==> src/rtl/dog_scheduler.sv <==
// dog_scheduler
// Walks the single dog datapath across every adjacent pair of blurred scale
// images (k, k+1) and produces NUM_SCALES-1 difference banks. For each pair it
// selects the source scales and the output bank, launches dog and waits for it
// to finish. When SEND_EACH is set, it also hands the finished bank to send_img.
//
// Ports:
//   clk, rst_in        system clock, asynchronous active-high reset
//   start              pulse: all scales loaded, begin a full run (IDLE only)
//   dog_busy, tx_busy  busy flags from dog / send_img
//   dog_start          one-cycle launch pulse to dog (bram_ready)
//   tx_start           one-cycle launch pulse to send_img (img_ready)
//   sharper_sel        scale index for dog sharper_pix
//   fuzzier_sel        scale index for dog fuzzier_pix (sharper_sel+1)
//   out_bank           DoG output bank (current pair index)
//   out_we_en          output BRAM write gate, high only in RUN
//   busy               high whenever not IDLE
//   done               one-cycle pulse after the last pair completes
//   error              sticky handshake-timeout flag
//
// State table
//   IDLE        | waiting for start
//   LAUNCH      | dog_start pulse, clear ack timer
//   WAIT_ACK    | waiting for dog_busy to rise (timed)
//   RUN         | dog running, output writes enabled
//   SEND        | tx_start pulse, clear ack timer
//   WAIT_TX_ACK | waiting for tx_busy to rise (timed)
//   WAIT_TX     | waiting for send_img to finish
//   NEXT        | advance pair, or finish the run
//   ERROR       | handshake timeout, held until reset

module dog_scheduler #(
  parameter int NUM_SCALES  = 5,
  parameter int ACK_TIMEOUT = 16,
  parameter int SEND_EACH   = 1,
  localparam int SEL_W      = $clog2(NUM_SCALES)
) (
  input  logic             clk,
  input  logic             rst_in,
  input  logic             start,
  input  logic             dog_busy,
  input  logic             tx_busy,
  output logic             dog_start,
  output logic             tx_start,
  output logic [SEL_W-1:0] sharper_sel,
  output logic [SEL_W-1:0] fuzzier_sel,
  output logic [SEL_W-1:0] out_bank,
  output logic             out_we_en,
  output logic             busy,
  output logic             done,
  output logic             error
);

  localparam int TW = $clog2(ACK_TIMEOUT) + 1;
  localparam logic [SEL_W-1:0] LAST_PAIR = SEL_W'(NUM_SCALES - 2);
  localparam logic [TW-1:0]    TIMER_END = TW'(ACK_TIMEOUT - 1);

  typedef enum logic [3:0] {
    IDLE, LAUNCH, WAIT_ACK, RUN, SEND, WAIT_TX_ACK, WAIT_TX, NEXT, ERROR
  } state_t;

  state_t           state, state_nxt;
  logic [SEL_W-1:0] pair, pair_nxt;
  logic [TW-1:0]    timer, timer_nxt;
  logic             error_nxt;

  always_comb begin
    state_nxt = state;
    pair_nxt  = pair;
    timer_nxt = timer;
    error_nxt = error;
    case (state)
      IDLE: begin
        if (start) begin
          state_nxt = LAUNCH;
          pair_nxt  = '0;
          error_nxt = 1'b0;
        end
      end
      LAUNCH: begin
        timer_nxt = '0;
        state_nxt = WAIT_ACK;
      end
      WAIT_ACK: begin
        if (dog_busy) begin
          state_nxt = RUN;
        end else if (timer == TIMER_END) begin
          state_nxt = ERROR;
          error_nxt = 1'b1;
        end else if (timer != '1) begin
          timer_nxt = timer + TW'(1);
        end
      end
      RUN: begin
        if (!dog_busy) state_nxt = (SEND_EACH != 0) ? SEND : NEXT;
      end
      SEND: begin
        timer_nxt = '0;
        state_nxt = WAIT_TX_ACK;
      end
      WAIT_TX_ACK: begin
        if (tx_busy) begin
          state_nxt = WAIT_TX;
        end else if (timer == TIMER_END) begin
          state_nxt = ERROR;
          error_nxt = 1'b1;
        end else if (timer != '1) begin
          timer_nxt = timer + TW'(1);
        end
      end
      WAIT_TX: begin
        if (!tx_busy) state_nxt = NEXT;
      end
      NEXT: begin
        if (pair == LAST_PAIR) begin
          state_nxt = IDLE;
        end else begin
          pair_nxt  = pair + SEL_W'(1);
          state_nxt = LAUNCH;
        end
      end
      ERROR: state_nxt = ERROR;
      default: state_nxt = IDLE;
    endcase
  end

  // Outputs are registered from the next-state values so each one is valid
  // for exactly the cycle the FSM spends in the matching state. Selects only
  // move when pair advances, which happens on NEXT->LAUNCH.
  always_ff @(posedge clk or posedge rst_in) begin
    if (rst_in) begin
      state       <= IDLE;
      pair        <= '0;
      timer       <= '0;
      dog_start   <= 1'b0;
      tx_start    <= 1'b0;
      sharper_sel <= '0;
      fuzzier_sel <= SEL_W'(1);
      out_bank    <= '0;
      out_we_en   <= 1'b0;
      busy        <= 1'b0;
      done        <= 1'b0;
      error       <= 1'b0;
    end else begin
      state       <= state_nxt;
      pair        <= pair_nxt;
      timer       <= timer_nxt;
      dog_start   <= (state_nxt == LAUNCH);
      tx_start    <= (state_nxt == SEND);
      sharper_sel <= pair_nxt;
      fuzzier_sel <= pair_nxt + SEL_W'(1);
      out_bank    <= pair_nxt;
      out_we_en   <= (state_nxt == RUN);
      busy        <= (state_nxt != IDLE);
      done        <= (state_nxt == NEXT) && (pair_nxt == LAST_PAIR);
      error       <= error_nxt;
    end
  end

endmodule

==> config.mk <==
export PLATFORM = sky130hd
export DESIGN_NAME = dog_scheduler
export DESIGN_NICKNAME = d
export VERILOG_FILES = /design/src/rtl/dog_scheduler.sv
export SDC_FILE = /design/constraint.sdc
export NUM_CORES = 1
export LEC_CHECK = 0
export CAP_MARGIN = 20
export CORE_AREA = 2 2 42 83
export CTS_CLUSTER_SIZE = 8
export DETAILED_ROUTE_END_ITERATION = 7
export DIE_AREA = 0 0 44 85
export GPL_ROUTABILITY_DRIVEN = 0
export PLACE_DENSITY = 0.58
export SETUP_SLACK_MARGIN = 0.3
export SLEW_MARGIN = 20
export SYNTH_ARGS = -nofsm -noshare
export SYNTH_HDL_FRONTEND = slang
export SYNTH_SLANG_ARGS = --single-unit
export TNS_END_PERCENT = 10
==> constraint.sdc <==
create_clock -name clk -period 2.4 [get_ports clk]
set_input_delay 0.24 -clock clk [delete_from_list [all_inputs] [get_ports clk]]
set_output_delay 0.24 -clock clk [all_outputs]
set_load 0.05 [all_outputs]
==> metrics.md <==
| Metric | Value |
|---|---|
| Total wire length | `2.784 mm` |
| CTS root buffer | `clkbuf_8` |
| Top cells by count, synth | `dfrtp_1, inv_1, ha_1, nor2_1` |
| Vias post-DR | `935` |
| # DRC | `0` |
| Slew Limit Fails | `0` |
| Initial cell density of the core | `0.3825` |
| Post-route minimum period | `1992 ps` |
| Pleak | `0.6767 nW` |
| Arrival @ worst endpoint | `2130 ps` |
| Port buffer count | `19` |
| Clk buf depth | `2` |
| Data required, critical path | `2540 ps` |
| Synth unique cells | `48` |
| Result of the run | `finished clean` |
| Synthesized cell area | `1194 um^2` |
| Worst Hold Class | `in2async` |
| Mapped Nets | `125` |
| Largest net degree at the start of global routing | `22` |
| Setup TNS | `0 ps` |
| Synth warn | `0` |
| Area after DPL | `1395 um^2` |
| DRT iter0 DRCs | `15` |
| Slew @ Worst Pin | `796.6 ps` |
| Int Pwr | `1.024 mW` |
| Largest fanout on the critical path | `4` |
| Share of cells above drive strength 1 | `0.1618` |
| Logic pwr share | `0.584` |
| Post-route ant nets | `0` |
| Most area-hungry cell type in the Yosys netlist | `dfrtp_1` |
| Slew HR | `0.4683` |
| Global route overflow | `0` |
| Setup Skew | `4.446 ps` |
| Syn Inst Count | `114` |
| CTS tree | `built` |
| Placement Rows | `29` |
| Worst skew pair latency | `260 ps` |
| Reg2reg start | `state[3]` |
| First-pass GRT wire length | `4.781 mm` |
| Fillers | `299` |
| IO Count | `20` |
| Critical Path Sink Type | `flip-flop` |
| Hold Vio Cnt, Final | `0` |
| Final nets | `148` |
| Power density over cell area | `1275 nW/um^2` |
| Full die area | `3740 um^2` |
| Final worst setup slack | `407.8 ps` |
| Crit path launch type | `flip-flop` |
| Area Growth Syn to Fin | `24.74%` |
| Synth top area cells | `dfrtp_1, ha_1, inv_1` |
| Sequential share of power | `0.295` |
| Worst vdd ir | `0.7277 mV` |
| Global-route usage over all layers | `0.1728` |
| Final setup violation count | `0` |
| Primary FF master, synth | `dfrtp_1` |
| Design area | `1489 um^2` |
| F_max | `502.0 MHz` |
| Sequential share of the synthesized area | `0.4413` |
| Period utilisation layout | `0.8301` |
| Layout Utilization | `0.4771` |
| Antenna diode count | `0` |
| Vias in the first global route | `1000` |
| Initial antenna violation count | `0` |
| Die H | `85 um` |
| Clock share of power | `0.122` |
| Switch share | `0.4605` |
| Asr flop ratio synth | `1.000` |
| RSZ-0062 raised after global routing | `false` |
| Clk sink count | `21` |
| CTS Buf Count | `3` |
| Area of the core | `3120 um^2` |
| Worst hold slack | `424.1 ps` |
| Most common cell in the netlist | `dfrtp_1` |
| H-Tree Depth | `1` |
| Avg WL per Cell | `16.67 um` |
| Pre-CTS WS | `240.6 ps` |
| Max Cap Viol | `0` |
| Mean Syn Cell Area | `10.47 um^2` |
| Clock-pin slew on the worst setup and hold paths | `70 ps` |
| First-pass detailed-route iteration total | `5` |
| EDFF count, synth | `0` |
| Setup CP Type | `reg2reg` |
| Post-DR vias/cell | `5.599` |
| DIE WIDTH | `44 um` |
| Yosys reg bits | `21` |
| CP startpoint | `state[3]` |
| Yosys top cell area share | `0.4193` |
| Switching pwr | `873.9 uW` |
| Hold buffers post-CTS | `0` |
| Post-DP HPWL | `2.089 mm` |
routing by layer:
layer  up-vias  track usage  share of wire
li1        445            -              -
met1       461       0.1913           0.38
met5         -            0              0
met4         0      0.09642          0.041
met3         8      0.02340          0.025
met2        21       0.3008           0.55
final timing paths:
check | depth (start not counted) | endpoint | slack (ps)
worst min register to register | 1 | timer[2] | 530
worst max register to register | 7 | done | 410
max in group asynchronous | 2 | state[1] | 1430
min in group clk | 1 | timer[2] | 530
worst max-delay path | 7 | done | 410
worst min-delay path | 2 | out_we_en | 420
per-stage QoR:
step | power (mW) | std cells
4_1_cts | 1.878 | 165
5_1_grt | 2.037 | 167
2_1_floorplan | 1.360 | 114
3_5_place_dp | 1.625 | 160
6_report | 1.898 | 167
3_3_place_gp | 1.611 | 160
sequential cells by signal, summed over array words and instances (netlist names):
register	cells
busy	1
dog_start	1
done	1
error	1
fuzzier_sel	3
out_we_en	1
pair	3
state	4
timer	5
tx_start	1
repair_timing:
action | 4_1_cts | 5_1_grt
endpoints found under the setup margin | 2 | 3
buffers inserted | 1 | 2
pin swaps | 0 | 1
resized for setup | 1 | 5
cell type report:
type,count,area [um^2],area share
multi-input combinational,74,596.8,0.4008
sequential,21,528.0,0.3546
timing repair buffer,25,235.2,0.1580
clock buffer,4,45.04,0.03025
inverter,12,45.04,0.03025
tap,31,38.79,0.02605
cell usage in the layout (no fill, tap or decap), types with 2 or more instances in the layout:
master	netlist	final
nand2b_1	4	4
nand3_1	3	3
o21a_1	2	2
inv_1	11	11
nor2_1	6	6
clkbuf_8	0	3
nand3b_1	2	2
a21oi_1	3	3
o21ai_1	2	2
and2_1	2	2
dfrtp_1	20	19
a22o_1	2	2
nor2b_1	2	2
a211o_1	2	2
o211ai_1	3	3
and3b_1	2	2
o21ai_0	2	2
clkdlybuf4s50_1	0	19
buf_4	4	6
nor3_1	3	2
nand2_1	4	4
ha_1	6	4
critical path: stages, from the launching register on:
cell	delay (ps)
dfrtp_1	410
nor2_1	360
a32oi_4	200
mux2_2	340
ha_1	200
ha_1	180
nand2b_1	110
nor4_2	50
power by group through the flow:
stage | Clock [mW] | Sequential, mW | Combinational, mW
CTS | 0.244 | 0.554 | 1.08
finish | 0.231 | 0.559 | 1.11
global route | 0.256 | 0.574 | 1.21
detailed placement | 0 | 0.564 | 1.06
floorplan | 0 | 0.734 | 0.626
global placement | 0 | 0.560 | 1.05
logic make-up after synthesis:
group	Yosys count	share of synthesized area
flops	21	0.4413
buf+inv	19	0.07966
simple gates	41	0.2201
compound gates	24	0.1709
mux	2	0.01782
fa+ha+maj	6	0.06289
xor+xnor	1	0.007339
Note: power is estimated with default switching activity, not from simulation.
